[src/rtl/eth_pkt_pkg.sv]
// Shared constants for the Ethernet TX path: arbiter FSM states,
// fixed channel assignments of the packet generators, and packet-type codes.
// No logic; imported by the arbiter and its picker.
package eth_pkt_pkg;

    // Arbiter FSM states (kept as plain constants for legacy tools)
    localparam logic [0:0] ST_IDLE  = 1'b0;
    localparam logic [0:0] ST_GRANT = 1'b1;

    // Channel index of each packet generator on the arbiter
    localparam int CH_ARP  = 0;
    localparam int CH_PING = 1;
    localparam int CH_UDP  = 2;

    // Packet-type codes carried alongside the granted stream
    typedef enum logic [2:0] {
        PT_NONE       = 3'd0,
        PT_ARP_REPLY  = 3'd1,
        PT_ICMP_REPLY = 3'd2,
        PT_UDP        = 3'd3
    } pt_t;

endpackage

[src/rtl/eth_tx_arbiter_if.sv]
// Bundle of arbiter request/grant signals between generators and the arbiter.
// master: arbiter side (drives o_*), slave: generator/requester side (drives i_*).
// Ports: i_rr_mode, i_req, i_evt, i_ready, i_timeout in; o_grant, o_grant_idx, o_busy, o_start, o_timeout out.
interface eth_tx_arbiter_if #(
    parameter int N_CH = 4,
    parameter int CH_W = $clog2(N_CH),
    parameter int TO_W = 16
);
    logic            i_rr_mode;
    logic [N_CH-1:0] i_req;
    logic [N_CH-1:0] i_evt;
    logic [N_CH-1:0] i_ready;
    logic [TO_W-1:0] i_timeout;
    logic [N_CH-1:0] o_grant;
    logic [CH_W-1:0] o_grant_idx;
    logic            o_busy;
    logic [N_CH-1:0] o_start;
    logic            o_timeout;

    modport master (
        input  i_rr_mode, i_req, i_evt, i_ready, i_timeout,
        output o_grant, o_grant_idx, o_busy, o_start, o_timeout
    );

    modport slave (
        output i_rr_mode, i_req, i_evt, i_ready, i_timeout,
        input  o_grant, o_grant_idx, o_busy, o_start, o_timeout
    );
endinterface

[src/rtl/eth_arb_pick.sv]
// Combinational winner picker: fixed priority (lowest index) or round-robin from ptr+1.
// Latency: 0 cycles (pure combinational).
// Backpressure: none; eligibility already folds in generator readiness.
// Ports: eligible/ptr/rr_mode in; win_oh (one-hot), win_idx, win_vld out.
module eth_arb_pick #(
    parameter int N_CH = 4,
    parameter int CH_W = $clog2(N_CH)
) (
    input  logic [N_CH-1:0] eligible,
    input  logic [CH_W-1:0] ptr,
    input  logic            rr_mode,
    output logic [N_CH-1:0] win_oh,
    output logic [CH_W-1:0] win_idx,
    output logic            win_vld
);

    always_comb begin
        int              j;
        logic [CH_W-1:0] cand;
        j       = 0;
        cand    = '0;
        win_idx = '0;
        win_vld = 1'b0;
        // Walk candidates in priority order; first eligible one wins.
        // In round-robin mode the walk starts just after the last winner.
        for (int k = 0; k < N_CH; k++) begin
            if (rr_mode) begin
                j = (int'(ptr) + 1 + k) % N_CH;
            end else begin
                j = k;
            end
            cand = CH_W'(j);
            if (!win_vld && eligible[cand]) begin
                win_vld = 1'b1;
                win_idx = cand;
            end
        end
        win_oh = win_vld ? (N_CH'(1) << win_idx) : '0;
    end

endmodule

[src/rtl/eth_tx_arbiter.sv]
// TX source arbiter: grants one generator the MAC stream until its ready rises again.
// Latency: eligible in t -> grant/start in t+1; ready rise in t -> release in t+1.
// Backpressure: a generator is only eligible while its i_ready is high; grant held until done.
// Ports: clk, rst_n (async, active-low) plus eth_tx_arbiter_if.master bus.
// Optional macro ETH_TX_ARB_TIMEOUT_EN adds a grant-length watchdog (i_timeout, o_timeout).
module eth_tx_arbiter
    import eth_pkt_pkg::*;
#(
    parameter int N_CH = 4,
    parameter int CH_W = $clog2(N_CH),
    parameter int TO_W = 16
) (
    input  logic             clk,
    input  logic             rst_n,
    eth_tx_arbiter_if.master bus
);

    logic [0:0]      state;
    logic [N_CH-1:0] ready_q;
    logic [N_CH-1:0] evt_q;
    logic [N_CH-1:0] pending;
    logic [N_CH-1:0] grant;
    logic [N_CH-1:0] start;
    logic [CH_W-1:0] grant_idx;
    logic [CH_W-1:0] rr_ptr;

    logic [N_CH-1:0] eligible;
    logic [N_CH-1:0] win_oh;
    logic [CH_W-1:0] win_idx;
    logic            win_vld;
    logic            done_edge;
    logic            timeout_hit;
    logic            release_now;

    assign eligible = (bus.i_req | pending) & bus.i_ready;

    eth_arb_pick #(
        .N_CH (N_CH),
        .CH_W (CH_W)
    ) u_pick (
        .eligible (eligible),
        .ptr      (rr_ptr),
        .rr_mode  (bus.i_rr_mode),
        .win_oh   (win_oh),
        .win_idx  (win_idx),
        .win_vld  (win_vld)
    );

    // Only the owner's ready edge ends a grant; other channels are ignored.
    assign done_edge   = bus.i_ready[grant_idx] & ~ready_q[grant_idx];
    assign release_now = done_edge | timeout_hit;

    always_ff @(posedge clk or negedge rst_n) begin
        if (!rst_n) begin
            state     <= ST_IDLE;
            grant     <= '0;
            grant_idx <= '0;
            rr_ptr    <= CH_W'(N_CH - 1);
            start     <= '0;
            pending   <= '0;
            ready_q   <= '0;
            evt_q     <= '0;
        end else begin
            ready_q <= bus.i_ready;
            evt_q   <= bus.i_evt;
            // A new event edge beats the clear from o_start so it is not lost.
            pending <= (pending & ~start) | (bus.i_evt & ~evt_q);
            start   <= '0;
            if (state == ST_IDLE) begin
                if (win_vld) begin
                    state     <= ST_GRANT;
                    grant     <= win_oh;
                    grant_idx <= win_idx;
                    rr_ptr    <= win_idx;
                    start     <= win_oh;
                end
            end else if (release_now) begin
                state <= ST_IDLE;
                grant <= '0;
            end
        end
    end

`ifdef ETH_TX_ARB_TIMEOUT_EN
    logic [TO_W-1:0] to_cnt;
    logic [TO_W-1:0] to_cnt_inc;
    logic            to_pulse;

    assign to_cnt_inc  = to_cnt + TO_W'(1);
    // to_cnt_inc counts the current grant cycle, so release follows exactly
    // i_timeout grant cycles.
    assign timeout_hit = (state == ST_GRANT) && (bus.i_timeout != '0) &&
                         (to_cnt_inc == bus.i_timeout);

    always_ff @(posedge clk or negedge rst_n) begin
        if (!rst_n) begin
            to_cnt   <= '0;
            to_pulse <= 1'b0;
        end else begin
            // A genuine done in the same cycle is a normal release.
            to_pulse <= timeout_hit & ~done_edge;
            if (state == ST_GRANT) begin
                to_cnt <= to_cnt_inc;
            end else begin
                to_cnt <= '0;
            end
        end
    end

    assign bus.o_timeout = to_pulse;
`else
    logic [TO_W-1:0] unused_timeout;
    assign unused_timeout = bus.i_timeout;
    assign timeout_hit    = 1'b0;
    assign bus.o_timeout  = 1'b0;
`endif

    assign bus.o_grant     = grant;
    assign bus.o_grant_idx = grant_idx;
    assign bus.o_busy      = |grant;
    assign bus.o_start     = start;

endmodule

[src/flat_wrapper.sv]
// flat-port wrapper written by rule: the top's interface ports become plain ports
module eth_tx_arbiter_flat import eth_pkt_pkg::*;
#(
    parameter int N_CH = 4,
    parameter int CH_W = $clog2(N_CH),
    parameter int TO_W = 16
)
  (clk, rst_n, bus_i_rr_mode, bus_i_req, bus_i_evt, bus_i_ready, bus_i_timeout, bus_o_grant, bus_o_grant_idx, bus_o_busy, bus_o_start, bus_o_timeout);
  eth_tx_arbiter_if #(.N_CH(N_CH), .CH_W(CH_W), .TO_W(TO_W)) bus_i ();
  input  logic clk;
  input  logic rst_n;
  input wire logic [$bits(bus_i.i_rr_mode)-1:0] bus_i_rr_mode;
  input wire logic [$bits(bus_i.i_req)-1:0] bus_i_req;
  input wire logic [$bits(bus_i.i_evt)-1:0] bus_i_evt;
  input wire logic [$bits(bus_i.i_ready)-1:0] bus_i_ready;
  input wire logic [$bits(bus_i.i_timeout)-1:0] bus_i_timeout;
  output wire logic [$bits(bus_i.o_grant)-1:0] bus_o_grant;
  output wire logic [$bits(bus_i.o_grant_idx)-1:0] bus_o_grant_idx;
  output wire logic [$bits(bus_i.o_busy)-1:0] bus_o_busy;
  output wire logic [$bits(bus_i.o_start)-1:0] bus_o_start;
  output wire logic [$bits(bus_i.o_timeout)-1:0] bus_o_timeout;
  assign bus_i.i_rr_mode = bus_i_rr_mode;
  assign bus_i.i_req = bus_i_req;
  assign bus_i.i_evt = bus_i_evt;
  assign bus_i.i_ready = bus_i_ready;
  assign bus_i.i_timeout = bus_i_timeout;
  assign bus_o_grant = bus_i.o_grant;
  assign bus_o_grant_idx = bus_i.o_grant_idx;
  assign bus_o_busy = bus_i.o_busy;
  assign bus_o_start = bus_i.o_start;
  assign bus_o_timeout = bus_i.o_timeout;
  eth_tx_arbiter #(.N_CH(N_CH), .CH_W(CH_W), .TO_W(TO_W)) u_core (.clk(clk), .rst_n(rst_n), .bus(bus_i));
endmodule
[config.mk]
export PLATFORM = sky130hd
export DESIGN_NAME = eth_tx_arbiter_flat
export DESIGN_NICKNAME = d
export VERILOG_FILES = /design/src/rtl/eth_pkt_pkg.sv /design/src/rtl/eth_tx_arbiter_if.sv /design/src/rtl/eth_arb_pick.sv /design/src/rtl/eth_tx_arbiter.sv /design/src/flat_wrapper.sv
export SDC_FILE = /design/constraint.sdc
export NUM_CORES = 1
export LEC_CHECK = 0
export ABC_CLOCK_PERIOD_IN_PS = 2500
export CORE_MARGIN = 2
export CORE_UTILIZATION = 44
export DETAILED_ROUTE_END_ITERATION = 8
export PLACE_DENSITY = 0.77
export SYNTH_ARGS = -nofsm -noshare
export SYNTH_HDL_FRONTEND = slang
export SYNTH_SLANG_ARGS = --single-unit
[constraint.sdc]
create_clock -name clk -period 2.5 [get_ports clk]
set_clock_uncertainty 0.15 [all_clocks]
set_input_delay 0.25 -clock clk [delete_from_list [all_inputs] [get_ports clk]]
set_output_delay 0.25 -clock clk [all_outputs]
set_load 0.01 [all_outputs]
==> metrics.cfg <==
[yosys]
yosys.area_share.adder_pct=0
synthArstFlopShare_pct=100
synth-seq-area-share_pct=51.6
syn-cell-area_mm2=0.00122
syn_area_per_cell_um2=10.5
ys_warn_count=0
synth_seq_cells=25
muxShareOfSynthArea_pct=1.64
yosys.area_share.simple_pct=15.4
ys_types=41
synth-edff-count=0
syn_inst=116
synthFlopType=dfrtp_1
synth_compound_area_share_pct=26.6
synth-xor-area-share_pct=0.719
synth_top_family_by_area=compound AO/OA/AOI/OAI gates
syn_nets=147

[worst_setup_path]
critical_path_required_ns=2.57
startpoint=u_core.pending[1]
endpoint=u_core.bus.o_grant[3]
r2r-end=u_core.bus.o_grant[3]
rrSetupSlack_ns=0.31
worst_r2r_startpoint=u_core.pending[1]
arrival_ns=2.26
crit_type=reg -> reg
startpoint_type=register
end_kind=register
reg2reg_depth=6
critPathMaxFanout=5

[floorplanning]
row_count=19
die_w_um=56.6
initial_core_util_pct=45.3
die_area_mm2=0.00320
core_mm2=0.00269
ios=43
die_h_um=56.6

[routing]
wl_per_cell_um=14.9
ant_nets=0
dr.pass1.iters=4
vias_per_cell=5.78
via_count=1012
dr.first_iter.drc_count=17
routed_wl_um=2600
drc_errors=0

[grt]
antenna_found_initial=0
grtUsageTotal_pct=17.8
first_global_vias=969
grt_overflow=0
grt_pass1_wl_um=4510
grt_max_degree=16

[clock_tree]
cts_hold_buffers=0
clk_latency_ns=0.33
cts_tree=yes
cts_sinks=25
clk_pin_slew_ns=0.14
cts_buffers=3
post_cts_buffers=0
clock_path_buffers=2
cts_resized=0
h-tree-depth=1
root_buffer=clkbuf_4

[timing]
slew_headroom_pct=67.1
hold_viol=0
worstMarginPinSlew_ns=0.487
period_share_pct=87.6
finalSetupViolCount=0
fin_crit_ns=2.19
final_max_slew_viol_count=0
timing.final.ws_setup_ns=0.309
fmax_ghz=0.456
whs_ns=0.0787
setup-tns-final_ns=0
rsz0062_at_grt=false

[placement]
place_congestion=0.913
dp_slack_ns=0.0772
placed_area_mm2=0.00150
numPortBuffers=25
hpwlAfterDp_um=1980

[final_layout]
area_growth_pct=25.9
multi_input_area_um2=544
fin_area_mm2=0.00153
drive_above_1_share_pct=11.1
n_antenna_cell=0
n_fill_cell=243
final_common_cell=clkdlybuf4s50_1
final-seq-area_um2=628
layout_common_cells=clkdlybuf4s50_1, dfrtp_1, inv_1
final_nets=176

[run]
maxCapViolCount=0

[pwr]
p_per_area_mw_per_mm2=985
p_leak_nw=0.634
power_mw=1.51
ir_drop_v=0.000719

[outcome]
status=complete, no violations

[min_path]
min_path_type=in -> async

[Yosys cell counts (2+ instances only)]
master    count  area, µm²
a32o_1        3       30.0
o21ai_1       7       35.0
inv_1         9       33.8
a21oi_1       4       20.0
nor3_1        5       25.0
o22ai_1       4       25.0
dfrtp_1      23        576
nor2_1        5       18.8
mux2i_1       2       20.0
o211ai_1      3       22.5
dfstp_2       2       52.6
o21ai_0       3       15.0
nand3_1       3       15.0
o21a_1        5       37.5
nand2b_1      4       25.0
nand2_1       8       30.0
nor2b_1       2       12.5
[power breakdown]
| part | total [mW] | leakage [nW] | switching (mW) | internal [mW] |
|---|---|---|---|---|
| registers | 0.631 | 0.298 | 0.107 | 0.524 |
| clock network | 0.184 | 0.0139 | 0.122 | 0.0612 |
| logic | 0.696 | 0.322 | 0.358 | 0.338 |
| total | 1.51 | 0.634 | 0.587 | 0.923 |
[layer usage]
metal / track usage, % / share of wire [%] / up-vias
li1: - / - / 487
met1: 25.1 / 45 / 481
met2: 27.7 / 49 / 40
met3: 3.92 / 5.5 / 4
met4: 5.10 / 0.73 / 0
met5: 0 / 0 / -
[state kept, by name, summed over array words and instances, names as in the netlist]
register and count:
u_core.bus.o_start 4, u_core.bus.o_grant 4, u_core.pending 4, u_core.evt_q 4, u_core.state 1, u_core.ready_q 4, u_core.rr_ptr 2, u_core.bus.o_grant_idx 2
[per-stage QoR]
stage | instances | utilization, %
3_5_place_dp | 171 | 55.9
5_1_grt | 175 | 57.1
4_1_cts | 175 | 57.1
6_report | 175 | 57.1
2_1_floorplan | 116 | -
3_3_place_gp | 171 | 55.9
[critical path: stages, from the launching register on]
cell and delay (ns):
dfrtp_1 0.44, o21ai_1 0.35, a21oi_1 0.13, nor4_4 0.41, o211ai_2 0.15, o31a_1 0.18
a32o_1 0.28
[worst min-delay path by stage]
| stage | end | slack [ns] | start |
|---|---|---|---|
| global route | u_core.bus.o_grant[0] | 0.1 | rst_n |
| CTS | u_core.evt_q[3] | 0.09 | rst_n |
| global placement | u_core.pending[3] | 0.25 | u_core.evt_q[3] |
| floorplan | u_core.bus.o_grant[0] | -0.20 | rst_n |
| finish | u_core.evt_q[3] | 0.08 | rst_n |
| detailed placement | u_core.pending[3] | 0.26 | u_core.evt_q[3] |
[kinds of logic (layout without fill, tap and decap cells)]
logic type,Yosys count,after routing
AOI/OAI and AO/OA,43,43
and+or+nand+nor,33,33
DFF,25,25
buffers and inverters,11,39
muxes,2,2
other,1,1
xor gates and xnor gates,1,1
[cell type report]
type | count | area share, %
flip-flops and latches | 25 | 41.0
clock buffers | 3 | 1.47
multi-input cells | 80 | 35.5
inverters | 9 | 2.20
clock inverters | 1 | 0.490
well taps | 31 | 2.53
repair buffers | 26 | 16.8
Power figures use the tool's default switching activity.
